--- src/rtl/move_btn_conditioner_pkg.sv ---
// move_btn_conditioner_pkg: shared button indices, channel states and idle move code.
package move_btn_conditioner_pkg;
  localparam int BTN_LEFT  = 0;
  localparam int BTN_DOWN  = 1;
  localparam int BTN_UP    = 2;
  localparam int BTN_RIGHT = 3;
  localparam logic [3:0] MOVE_NONE = 4'b1111;
  typedef enum logic [1:0] {
    IDLE   = 2'd0,
    DELAY  = 2'd1,
    REPEAT = 2'd2,
    HELD   = 2'd3
  } chan_state_t;
endpackage

--- src/rtl/move_btn_conditioner_btn_channel.sv ---
// btn_channel: sync, debounce, press-edge strobe and auto-repeat for one active-low button.
// AUTO_REPEAT_EN selects DELAY/REPEAT auto-repeat; otherwise a single HELD state gives one strobe per press.
module btn_channel
  import move_btn_conditioner_pkg::*;
#(
  parameter int DEBOUNCE_CYCLES = 500000,
  parameter int REPEAT_DELAY    = 25000000,
  parameter int REPEAT_PERIOD   = 5000000,
  parameter int CNT_W           = 25
) (
  input  logic clk,
  input  logic rst,
  input  logic raw,
  output logic strobe_n,
  output logic held
);
  logic s1, s2, clean;
  logic [CNT_W-1:0] dcnt;
  chan_state_t state;
  always_ff @(posedge clk or posedge rst) begin
    if (rst) begin
      s1    <= 1'b1;
      s2    <= 1'b1;
      clean <= 1'b1;
      held  <= 1'b0;
      dcnt  <= '0;
    end else begin
      s1 <= raw;
      s2 <= s1;
      if (s2 == clean) dcnt <= '0;
      else if (dcnt == CNT_W'(DEBOUNCE_CYCLES - 1)) begin
        clean <= s2;
        held  <= ~s2;
        dcnt  <= '0;
      end else dcnt <= dcnt + 1'b1;
    end
  end
`ifdef AUTO_REPEAT_EN
  logic [CNT_W-1:0] rcnt;
  // Release is tested before the terminal count so it always wins a collision.
  always_ff @(posedge clk or posedge rst) begin
    if (rst) begin
      state    <= IDLE;
      rcnt     <= '0;
      strobe_n <= 1'b1;
    end else begin
      strobe_n <= 1'b1;
      case (state)
        IDLE: if (!clean) begin
          strobe_n <= 1'b0;
          rcnt     <= '0;
          state    <= DELAY;
        end
        DELAY: if (clean) begin
          rcnt  <= '0;
          state <= IDLE;
        end else if (rcnt == CNT_W'(REPEAT_DELAY - 1)) begin
          strobe_n <= 1'b0;
          rcnt     <= '0;
          state    <= REPEAT;
        end else rcnt <= rcnt + 1'b1;
        REPEAT: if (clean) begin
          rcnt  <= '0;
          state <= IDLE;
        end else if (rcnt == CNT_W'(REPEAT_PERIOD - 1)) begin
          strobe_n <= 1'b0;
          rcnt     <= '0;
        end else rcnt <= rcnt + 1'b1;
        default: state <= IDLE;
      endcase
    end
  end
`else
  always_ff @(posedge clk or posedge rst) begin
    if (rst) begin
      state    <= IDLE;
      strobe_n <= 1'b1;
    end else begin
      strobe_n <= 1'b1;
      case (state)
        IDLE: if (!clean) begin
          strobe_n <= 1'b0;
          state    <= HELD;
        end
        HELD: if (clean) state <= IDLE;
        default: state <= IDLE;
      endcase
    end
  end
`endif
endmodule

--- src/rtl/move_btn_conditioner.sv ---
// move_btn_conditioner: four independent button channels producing active-low move strobes.
// Auto-repeat is enabled by defining AUTO_REPEAT_EN.
module move_btn_conditioner
  import move_btn_conditioner_pkg::*;
#(
  parameter int DEBOUNCE_CYCLES = 500000,
  parameter int REPEAT_DELAY    = 25000000,
  parameter int REPEAT_PERIOD   = 5000000,
  parameter int CNT_W           = 25
) (
  input  logic       clk,
  input  logic       rst,
  input  logic [3:0] btn_raw,
  output logic [3:0] move,
  output logic [3:0] held
);
  for (genvar i = BTN_LEFT; i <= BTN_RIGHT; i++) begin : g_ch
    btn_channel #(
      .DEBOUNCE_CYCLES(DEBOUNCE_CYCLES),
      .REPEAT_DELAY   (REPEAT_DELAY),
      .REPEAT_PERIOD  (REPEAT_PERIOD),
      .CNT_W          (CNT_W)
    ) u_ch (
      .clk     (clk),
      .rst     (rst),
      .raw     (btn_raw[i]),
      .strobe_n(move[i]),
      .held    (held[i])
    );
  end
endmodule

--- config.mk ---
export PLATFORM = sky130hd
export DESIGN_NAME = move_btn_conditioner
export DESIGN_NICKNAME = d
export VERILOG_FILES = /design/src/rtl/move_btn_conditioner_pkg.sv /design/src/rtl/move_btn_conditioner_btn_channel.sv /design/src/rtl/move_btn_conditioner.sv
export SDC_FILE = /design/constraint.sdc
export NUM_CORES = 1
export LEC_CHECK = 0
export ABC_AREA = 1
export CAP_MARGIN = 20
export CORE_UTILIZATION = 45
export CTS_BUF_LIST = sky130_fd_sc_hd__clkbuf_8
export DETAILED_ROUTE_END_ITERATION = 10
export DONT_BUFFER_PORTS = 1
export GPL_TIMING_DRIVEN = 0
export SLEW_MARGIN = 20
export SYNTH_ARGS = -nofsm -noshare
export SYNTH_HDL_FRONTEND = slang
export SYNTH_SLANG_ARGS = --single-unit
--- constraint.sdc ---
create_clock -name clk -period 3.6 [get_ports clk]
set_clock_uncertainty 0.2 [all_clocks]
set_input_delay 0.18 -clock clk [delete_from_list [all_inputs] [get_ports clk]]
set_output_delay 0.18 -clock clk [all_outputs]
set_load 0.02 [all_outputs]
==> run_results.csv <==
group,metric,value,unit
route,routed_wire_length_per_instance,12.27,um
global_route,grt_first_pass_wirelength,26590,um
worst_setup_path,critical_path_peak_fanout,9,
die,chipHeight,128.1,um
finish,finalNonFillerCells,1238,
timing,fin_tns_setup,0,ns
timing,drv_slew,0,
run_status,outcome,"completed",
synth,synth.yosys.seq_area_share,43.62,%
finish,layout.nets,1028,
place,dp.final_hpwl,11570,um
finish,area_of_the_multi_input_gates,0.003506,mm2
worst_setup_path,r2r_end,"g_ch[3].u_ch.dcnt[13]$_DFF_PP0_",
synth,synth.net_count,1000,
finish,fill_cells,1539,
timing,share_of_the_clock_period_used_by_the_worst_path_after_layout,52.85,%
clock_network,buffer_type_at_the_clock_tree_root,"clkbuf_8",
timing,timing.final.setup_violations,0,
finish,register_area,0.003123,mm2
timing,rsz0062_at_grt,"false",
clock_network,cts_tree,"built",
place,place_area,0.007515,mm2
finish,mostFrequentLayoutCell,"nor2_1",
route,drt_drc_violations_left,0,
power,power.leakage,0.003455,uW
die,fp.dieW,128.1,um
timing,worst_pin_slew,0.7396,ns
route,drt_pre_antenna_iters,4,
clock_network,cts_buffer_depth,2,
finish,design_area,0.007968,mm2
route,avgViaCountPerCell,4.717,
worst_setup_path,worst-setup-path-type,"flip-flop to flip-flop",
clock_network,cts-buffers-inserted,17,
synth,yosys.area_share.xor_xnor,6.728,%
timing,period_minus_slack,1.903,ns
power,combPwrFrac,3.3,%
synth,synth_compound_gate_area_share,1.398,%
power,total_switching_power,663.6,uW
synth,syn-cell-area,0.007159,mm2
die,area_of_the_die,0.01642,mm2
die,floorplan.core_area,0.01537,mm2
synth,synth_mux_area_share,0,%
global_route,globalRouteTotalUtil,20.84,%
global_route,antenna_found_initial,0,
synth,post_synth_and_or_nand_nor_area_fraction,39.44,%
run,cap_viol_max_count,0,
power,power.share.sequential,51.6,%
clock_network,cts_sinks,124,
clock_network,clock_pin_slew_reported_for_the_worst_setup_and_hold_paths_after_clock_tree_synthesis,0.08,ns
power,vdd.ir_drop.worst,0.0002528,V
worst_setup_path,worstRegToRegCells,4,
synth,postSynthCellCount,986,
global_route,globalRoute.totalOverflow,0,
global_route,first_global_vias,5593,
worst_setup_path,cp.required,3.74,ns
route,finalWirelength,15190,um
die,initial_core_util,46.58,%
synth,synth.largest_area_cell,"dfrtp_1",
power,switching_share,24.07,%
synth,ys_seq_elements,124,
synth,synth.avg_cell_area,7.261,um2
synth,synth_adder_area_share,1.398,%
route,drt_iter0_markers,397,
worst_setup_path,critical_path_arrival,2.04,ns
worst_setup_path,worst_setup_path_end_kind,"flip-flop",
synth,dominant_combinational_cell_family_by_area_after_synthesis,"simple AND/OR/NAND/NOR gates",
die,num_rows,45,
route,drtAntennaViolNets,0,
place,port_buffers,0,
route,num_vias,5840,
power,power_density_relative_to_cell_area,346.0,mW/mm2
clock_network,post_cts.resized_instances,0,
timing,slew_headroom,50.34,%
power,power_frac_clock,45.1,%
synth,cell_types_with_the_largest_area_share_after_synthesis,"dfrtp_1, nor2_1, nand2_1, inv_1, dfstp_2",
clock_network,postCtsSetupRepairBufs,0,
place,gpl.final_weighted_congestion,0.8895,
global_route,pin_count_of_the_biggest_net_entering_global_routing,32,
finish,diodes,0,
synth,synth.yosys.warnings,0,
finish,finish.utilization,51.84,%
worst_setup_path,reg2reg_from,"g_ch[3].u_ch.clean$_DFFE_PP1P_",
synth,synthDominantCellAreaShare,37.75,%
finish,post_route_cells_drive_above_1_share,11.30,%
finish,most-common-layout-cells,"nor2_1, nand2_1, inv_1",
clock_network,hold_buffers,5,
clock_network,h-tree-depth,4,
power,internal-power,2093,uW
worst_hold_path,holdCritPathClass,"input pin to async pin",
place,dpl.cell_count,1201,
clock_network,clock_latency,0.46,ns
worst_setup_path,worst-r2r-setup-slack,1.70,ns
synth,synth_cell_types,26,
finish,layout_stage_area_growth_over_the_synthesis_result,11.29,%
timing,final_hold_viol_count,0,
timing,timing.hold.ws,0.02650,ns
timing,max_freq,525.6,MHz
worst_setup_path,setup.worst_path.start_class,"flip-flop",
die,ios,14,
power by group through the flow:
| stage | sequential, uW | clock, uW | combinational (uW) |
|---|---|---|---|
| after CTS | 1420 | 1290 | 95.6 |
| after global routing | 1420 | 1350 | 108 |
| final | 1420 | 1240 | 91.6 |
| after detailed placement | 1450 | 0 | 90.8 |
| after global placement | 1450 | 0 | 79.0 |
| after floorplan | 1450 | 0 | 56.8 |
how the worst max path moves through the flow:
stage                                   startpoint                         endpoint  slack (ns)  cells after the start
floorplan                                      rst   g_ch[0].u_ch.dcnt[0]$_DFF_PP0_        1.71                      1
global placement                               rst  g_ch[3].u_ch.dcnt[24]$_DFF_PP0_        0.97                      1
detailed placement  g_ch[3].u_ch.clean$_DFFE_PP1P_  g_ch[3].u_ch.dcnt[16]$_DFF_PP0_        1.74                      4
CTS                 g_ch[3].u_ch.clean$_DFFE_PP1P_  g_ch[3].u_ch.dcnt[13]$_DFF_PP0_        1.72                      4
global route        g_ch[3].u_ch.clean$_DFFE_PP1P_  g_ch[3].u_ch.dcnt[13]$_DFF_PP0_        1.62                      4
finish              g_ch[3].u_ch.clean$_DFFE_PP1P_  g_ch[3].u_ch.dcnt[13]$_DFF_PP0_        1.70                      4
registers in the layout, indices dropped and copies added (netlist names):
register	count
g_ch.u_ch.s2	4
g_ch.u_ch.strobe_n	4
g_ch.u_ch.dcnt	100
g_ch.u_ch.clean	4
g_ch.u_ch.s1	4
g_ch.u_ch.state	4
g_ch.u_ch.held	4
per-stage QoR:
step / total power [uW] / worst slack (ns)
2_1_floorplan: 1503 / 1.708
3_3_place_gp: 1527 / 0.9652
3_5_place_dp: 1539 / 1.742
4_1_cts: 2803 / 1.723
5_1_grt: 2877 / 1.617
6_report: 2757 / 1.697
logic make-up (layout without fill, tap and decap cells):
family                     after synthesis  count (layout)
AOI/OAI and AO/OA                       18              18
adders and majority gates                8               8
buffers and inverters                  132             173
xor gates and xnor gates                55              55
and+or+nand+nor                        649             649
DFF                                    124             124
routing by layer:
metal | GRT usage [%] | vias to the layer above | routed length (um)
li1 | - | 3068 | -
met1 | 28.04 | 2679 | 7483
met2 | 33.02 | 74 | 6975
met3 | 4.215 | 19 | 497
met4 | 8.166 | 0 | 231
met5 | 0 | - | 0
synthesized netlist by cell type:
cell type    n
a21oi_1     12
nor2_2      15
nand4_1     11
nand2_4      4
nand2_2     14
inv_1      120
buf_4        8
and2_1       5
nand3b_4     1
o21ai_1      1
nand2_1    242
xor2_1      27
nor3_1       5
a211oi_1     4
buf_2        4
ha_1         8
nand3_1     68
nor2_4      16
or2_2        1
nand3b_1     2
o21ai_0      1
dfrtp_1    108
nor3b_1      2
xnor2_1     28
nor2_1     263
dfstp_2     16
area by class of cell:
type	count	area share, %
buffer	12	1.005
clock buffer	19	3.282
clock inverter	13	1.775
inverter	120	5.700
multi-input combinational	730	44.00
sequential	124	39.20
tap	211	3.313
timing repair buffer	9	1.727
worst max-delay path: stages, from the launching register on:
cell and delay [ns]:
dfstp_2 0.39, xnor2_1 0.61, inv_1 0.23, nand2_2 0.28, nor2_1 0.08
(Power assumes the default switching activity.)
